--- src/rtl/keyed_lock_seq.sv ---
// keyed_lock_seq: logic-locked sequential core.
// A serially loaded key is compared against a hardwired secret. Until the
// correct key has been accepted, a free-running 16-bit LFSR is XORed into the
// next-state logic of the N_LOCK-bit core register. Wrong keys are counted and
// MAX_TRIES of them drive the controller into an absorbing LOCKOUT state that
// only a reset can leave.
//
// Key interface: KEY_VALID qualifies KEY_IN for exactly one bit per cycle in
// which it is high; there is no back-pressure, so a bit presented while the
// controller is not in LOAD is dropped. KEY_START is a single-cycle request to
// (re)start a key load and wins over KEY_VALID when both are high together.
module keyed_lock_seq #(
    parameter int                KEY_W     = 8,
    parameter logic [KEY_W-1:0]  KEY_VAL   = 8'hA5,
    parameter int                N_LOCK    = 4,
    parameter int                MAX_TRIES = 3,
    parameter logic [15:0]       LFSR_SEED = 16'hACE1
) (
    input  logic              CK,
    input  logic              RN,
    input  logic              KEY_START,
    input  logic              KEY_VALID,
    input  logic              KEY_IN,
    input  logic [N_LOCK-1:0] G_IN,
    output logic [N_LOCK-1:0] Y,
    output logic              UNLOCKED,
    output logic              LOCKOUT,
    output logic              BUSY,
    output logic [3:0]        FAIL_CNT,
    output logic [2:0]        DBG_STATE
);

    // Bit counter must be able to hold KEY_W itself.
    localparam int CNT_W = $clog2(KEY_W + 1);
    localparam logic [CNT_W-1:0] LAST_BIT = CNT_W'(KEY_W - 1);
    localparam logic [3:0]       TRY_LIMIT = 4'(MAX_TRIES);

    typedef enum logic [2:0] {
        S_IDLE     = 3'd0,
        S_LOAD     = 3'd1,
        S_CHECK    = 3'd2,
        S_UNLOCKED = 3'd3,
        S_LOCKOUT  = 3'd4
    } state_t;

    state_t              state_q, state_d;
    logic [KEY_W-1:0]    sreg_q, sreg_d;
    logic [CNT_W-1:0]    cnt_q, cnt_d;
    logic [3:0]          fail_q, fail_d;
    logic [15:0]         lfsr_q, lfsr_d;
    logic [N_LOCK-1:0]   y_q, y_d;
    logic                unlocked_q, lockout_q, busy_q;
    logic [3:0]          fail_inc;

    assign fail_inc = fail_q + 4'd1;

    // Controller next-state: key loading, comparison and retry accounting.
    always_comb begin
        state_d = state_q;
        sreg_d  = sreg_q;
        cnt_d   = cnt_q;
        fail_d  = fail_q;
        case (state_q)
            S_IDLE: begin
                if (KEY_START) begin
                    state_d = S_LOAD;
                    sreg_d  = '0;
                    cnt_d   = '0;
                end
            end
            S_LOAD: begin
                if (KEY_START) begin
                    // Restart discards whatever was shifted in so far.
                    sreg_d = '0;
                    cnt_d  = '0;
                end else if (KEY_VALID) begin
                    sreg_d = {sreg_q[KEY_W-2:0], KEY_IN};
                    cnt_d  = cnt_q + CNT_W'(1);
                    if (cnt_q == LAST_BIT) begin
                        state_d = S_CHECK;
                    end
                end
            end
            S_CHECK: begin
                if (sreg_q == KEY_VAL) begin
                    state_d = S_UNLOCKED;
                end else begin
                    fail_d  = fail_inc;
                    state_d = (fail_inc == TRY_LIMIT) ? S_LOCKOUT : S_IDLE;
                end
            end
            S_UNLOCKED: begin
                if (KEY_START) begin
                    state_d = S_LOAD;
                    sreg_d  = '0;
                    cnt_d   = '0;
                end
            end
            S_LOCKOUT: begin
                state_d = S_LOCKOUT;
            end
            default: begin
                state_d = S_IDLE;
            end
        endcase
    end

    // Controller registers; status flags are registered decodes of the next state.
    always_ff @(posedge CK) begin
        if (!RN) begin
            state_q    <= S_IDLE;
            sreg_q     <= '0;
            cnt_q      <= '0;
            fail_q     <= '0;
            unlocked_q <= 1'b0;
            lockout_q  <= 1'b0;
            busy_q     <= 1'b0;
        end else begin
            state_q    <= state_d;
            sreg_q     <= sreg_d;
            cnt_q      <= cnt_d;
            fail_q     <= fail_d;
            unlocked_q <= (state_d == S_UNLOCKED);
            lockout_q  <= (state_d == S_LOCKOUT);
            busy_q     <= (state_d == S_LOAD) || (state_d == S_CHECK);
        end
    end

    // Fibonacci LFSR, taps 16,14,13,11 (bits 15,13,12,10), shifting left.
    assign lfsr_d = {lfsr_q[14:0], lfsr_q[15] ^ lfsr_q[13] ^ lfsr_q[12] ^ lfsr_q[10]};

    // LFSR register, held at the seed while in reset and free-running after.
    always_ff @(posedge CK) begin
        if (!RN) begin
            lfsr_q <= LFSR_SEED;
        end else begin
            lfsr_q <= lfsr_d;
        end
    end

    // Core next-state: rotate-and-XOR, corrupted by the LFSR unless the
    // current state is UNLOCKED (so the first clean update follows UNLOCKED).
    always_comb begin
        y_d = '0;
        for (int i = 0; i < N_LOCK; i++) begin
            y_d[i] = G_IN[i] ^ y_q[(i + 1) % N_LOCK]
                     ^ ((state_q == S_UNLOCKED) ? 1'b0 : lfsr_q[i]);
        end
    end

    // Core state register.
    always_ff @(posedge CK) begin
        if (!RN) begin
            y_q <= '0;
        end else begin
            y_q <= y_d;
        end
    end

    assign Y         = y_q;
    assign UNLOCKED  = unlocked_q;
    assign LOCKOUT   = lockout_q;
    assign BUSY      = busy_q;
    assign FAIL_CNT  = fail_q;
    assign DBG_STATE = state_q;

endmodule

--- config.mk ---
export PLATFORM = sky130hd
export DESIGN_NAME = keyed_lock_seq
export DESIGN_NICKNAME = d
export VERILOG_FILES = /design/src/rtl/keyed_lock_seq.sv
export SDC_FILE = /design/constraint.sdc
export NUM_CORES = 1
export LEC_CHECK = 0
export CAP_MARGIN = 20
export CORE_UTILIZATION = 36
export CTS_CLUSTER_DIAMETER = 50
export DETAILED_ROUTE_END_ITERATION = 8
export PLACE_DENSITY = 0.66
export REMOVE_ABC_BUFFERS = 1
export SETUP_SLACK_MARGIN = 0.4
export SLEW_MARGIN = 25
export SYNTH_ARGS = -nofsm -noshare
export SYNTH_HDL_FRONTEND = slang
export SYNTH_SLANG_ARGS = --single-unit
--- constraint.sdc ---
create_clock -name CK -period 1.9 [get_ports CK]
set_input_delay 0.285 -clock CK [delete_from_list [all_inputs] [get_ports CK]]
set_output_delay 0.285 -clock CK [all_outputs]
set_load 0.01 [all_outputs]
==> results list <==
- For the worst-skew pair, the clock arrives at the later sink with an insertion delay of about 0.3 ns.
- Count of buffers inserted at the top-level ports: 22
- After clock tree synthesis, the setup repair step added 0 buffers.
- Pin count of the biggest net entering global routing: 17
- The analysis attributes to net switching a power of ~410 uW.
- The path with the worst hold slack has its endpoint at lfsr_q[10]$_SDFF_PN1_.
- Register bit count reported by yosys: 42
- Among all flip-flop cells after synthesis, the most frequent one is dfxtp_1.
* Die W: roughly 70 um
- Gr usage total: between 10 and 15%
- STA classifies the critical path startpoint as a flip-flop.
- Wire length of the first global-routing pass: about 5400 um
- In this run the core area contains 24 standard-cell rows.
- Post-Syn Area per Cell: 10.5 sq um
- Gate power share: under 10%
- Routability cong.: approximately 0.87
- Hold path start: lfsr_q[9]$_SDFF_PN0_
- Standby leakage power: 0.891 nW
- Largest area contributor in the netlist: dfxtp_1
- Total global routing overflow: 0
* Total wire length: 3190 um
- The worst path uses roughly 75% of the clock period.
* Half-perimeter wire length after placement: about 2300 um
- Max VDD drop: 0.488 mV
* Top cells by instance count after synthesis: 42 x dfxtp_1, 9 x and2_1, 9 x nand2b_1
- Hold-fix buffer count after cts: 0
* CTS Buf Count: 5
- Worst slew margin relative to its limit: 76.2%
- Total core area: roughly 4400 sq um
- Reg2Reg Launch Point: sreg_q[4]$_SDFFE_PN0P_
- Highest clock rate: 0.703 GHz
- Setup repair after global routing missed its margin: false
- CTS tree: done
* Worst path slowest cell: clkdlybuf4s50_1
- Number of nets at the end of the flow: between 150 and 200
- Delay of the slowest critical-path stage: between 0.5 and 0.6 ns
- 23 I/O pins were placed.
- Number of hold-slack violations in the final timing report: 0
- Share of post-route cells with drive strength above 1: between 10% and 20%
* Total number of H-tree levels: 2
- Post-detailed-route via-to-cell ratio: between 5 and 6
- Initial antenna violation count: 0
- The tightest min-delay check is of the reg2reg type.
* Vias in the first global route: between 1,000 and 1,500
- Run status: complete, no violations
- Arr. time, crit path: ~1.1 ns
* Final design utilization: 46.4%
* Final slew viol count: 0
- The number of buffers and inverters on the critical path is 1.
- Switching part of the total power: 24.6%
- Fraction of post-synthesis cell area in the top cell type by area: 50.1%
* Capturing element type of the critical path: output port
- Slew at the pin closest to its max-slew limit: about 0.36 ns
* Power share of the clock group: approximately 34%
- Cell at the root of the clock tree: clkbuf_8
* Post-Place Worst Slack: around 0.075 ns
- Counting I/O delays and the setup requirement, the final critical path takes approximately 1.4 ns.
- Tracing the worst setup path back leads to its startpoint at UNLOCKED$_SDFF_PN0_.
- The routed layout has 1,225 vias.
- Top-count cell post-synth: dfxtp_1
- Critical Path Fanout Max: 1
- Clock-pin slew was measured on the worst setup and hold paths at roughly 0.080 ns.
* Setup slack on the worst flop-to-flop path: around 0.51 ns
* Number of iterations in the first detailed-routing pass: 4
* Number of cells traversed by the worst register-to-register path: 4
* Number of synthesized flops with an enable pin: 0
- Required time of the critical path: 1.62 ns
- Starting Density: 38.0%
- Across the routed clock network, the largest skew measured is a little under 0.006 ns.
- In this run the number of cells on the critical path is 1.
- Share of power burned in registers: 56.1%
* Area contributors post-synth: dfxtp_1 50%, xor2_1 4.2%, a22o_1 3.7%
* Ordered cell list for the critical path: clkdlybuf4s50_1
- Int Power: roughly 1.3 mW
- Sequential elements use approximately half of the synthesized area.
* P&R area growth vs syn: 22.1%
- Final worst slack: 0.477 ns
- Setup Viol. Count Final: 0
- Power per cell area: between 800 and 900 nW/um^2
- Antenna-violating nets left: 0
- Summed over all failing endpoints, the final setup total negative slack is 0 ns.
- In this run the vertical extent of the chip is between 70 and 80 um.
* Antenna diode instance count: 0
- The count of cells in the finished layout, fillers not included, comes to approximately 240.
- Async S/R FF share, synth: 0%
* Min-Delay Path Depth: 1
* Number of violations reported at the end of detailed-routing iteration 0: 143
* Yosys synthesis warning count: 0
- Distinct cell type count of the synthesized netlist: 40
- On the critical path the largest part of the delay comes from buffers and inverters.
* Area of the mapped netlist: 1680 sq um
- The die covers 4930 sq um.
- The worst register-to-register path ends at DBG_STATE[0]$_SDFF_PN0_.
- The worst setup path is of the reg2out kind.
- Number of instances in the placed design: between 200 and 250
- Synthesized instance count: between 150 and 200
* Number of clock sinks: 42
- The tool flagged a number of max-cap violations equal to 0.
- The clock passes through at most 2 buffers.
- Number of remaining DRC errors: 0
- DR WL/cell: roughly 13 um
## area by class of cell
class	count	area, sq um
fillers	408	2370
well taps	52	65.1
clock buffers	6	72.6
clock inverters	2	13.8
multi-input cells	106	773
inverters	5	18.8
flip-flops and latches	42	857
repair buffers	25	246
## worst max path at each step
stage,endpoint,slack (ns)
final,UNLOCKED,0.48
after global routing,cnt_q[3]$_SDFFE_PN0P_,0.43
after CTS,sreg_q[5]$_SDFFE_PN0P_,0.40
after detailed placement,sreg_q[5]$_SDFFE_PN0P_,0.07
after global placement,cnt_q[3]$_SDFFE_PN0P_,0.09
after floorplan,FAIL_CNT[3]$_SDFFE_PN0P_,0.54
## metal layers
metal  track usage (%)  up-vias  wire length [um]  share of wire [%]
met5                 0        -                 0                  0
met4              6.67        0                50                1.6
met3              4.91        8               170                5.3
met2              21.5       28              1510                 47
met1              17.1      577              1460                 46
li1                  -      612                 -                  -
## cells in the final DEF (no fill, tap or decap), types with 2 or more instances in the layout
cell and instances:
a21oi_1 8, a22o_1 7, a22o_2 2, a311oi_1 2
a31oi_1 2, and2_1 9, and3_1 6, buf_4 3
clkbuf_8 5, clkdlybuf4s50_1 10, dfxtp_1 35, dfxtp_2 4
dfxtp_4 3, dlygate4sd2_1 7, dlymetal6s2s_1 5, ha_1 3
inv_1 5, mux2i_1 2, nand2_1 6, nand2b_1 9
nand3_1 5, nand4_1 2, nor2_1 4, nor3_1 5
nor3b_2 2, o21ai_0 8, xnor2_1 2, xor2_1 8
## state kept, by name, indices dropped and copies added (netlist names)
register and cells:
BUSY 1, DBG_STATE 3, FAIL_CNT 4, LOCKOUT 1
UNLOCKED 1, Y 4, cnt_q 4, lfsr_q 16
sreg_q 8
## stage by stage
step	cell area [sq um]	total power [mW]	hold slack [ns]
after detailed placement	1940	1.14	0.400
after global routing	2050	1.75	0.436
after CTS	2030	1.70	0.419
after global placement	1940	1.14	0.393
final	2050	1.68	0.414
after floorplan	1630	1.06	0.347
## what timing repair did
action / CTS / global route
gates cloned: 0 / 0
setup endpoints to repair: 10 / 15
resized for setup: 17 / 5
hold endpoints to repair: 0 / 0
## power groups by stage
| stage | sequential [mW] | clock (mW) | combinational [mW] |
|---|---|---|---|
| after floorplan | 0.970 | 0 | 0.0858 |
| after global placement | 0.967 | 0 | 0.170 |
| final | 0.944 | 0.572 | 0.166 |
| after detailed placement | 0.967 | 0 | 0.172 |
| after CTS | 0.944 | 0.588 | 0.172 |
| after global routing | 0.950 | 0.616 | 0.184 |
## cell families after synthesis
| kind of cell | count (synthesis) | synth area share [%] |
|---|---|---|
| compound gates | 35 | 16.3 |
| xor+xnor | 10 | 5.22 |
| fa+ha+maj | 3 | 2.24 |
| buf+inv | 12 | 3.73 |
| flops | 42 | 50.1 |
| mux | 2 | 1.19 |
| simple gates | 56 | 21.1 |
Note: power is estimated with default switching activity, not from simulation.
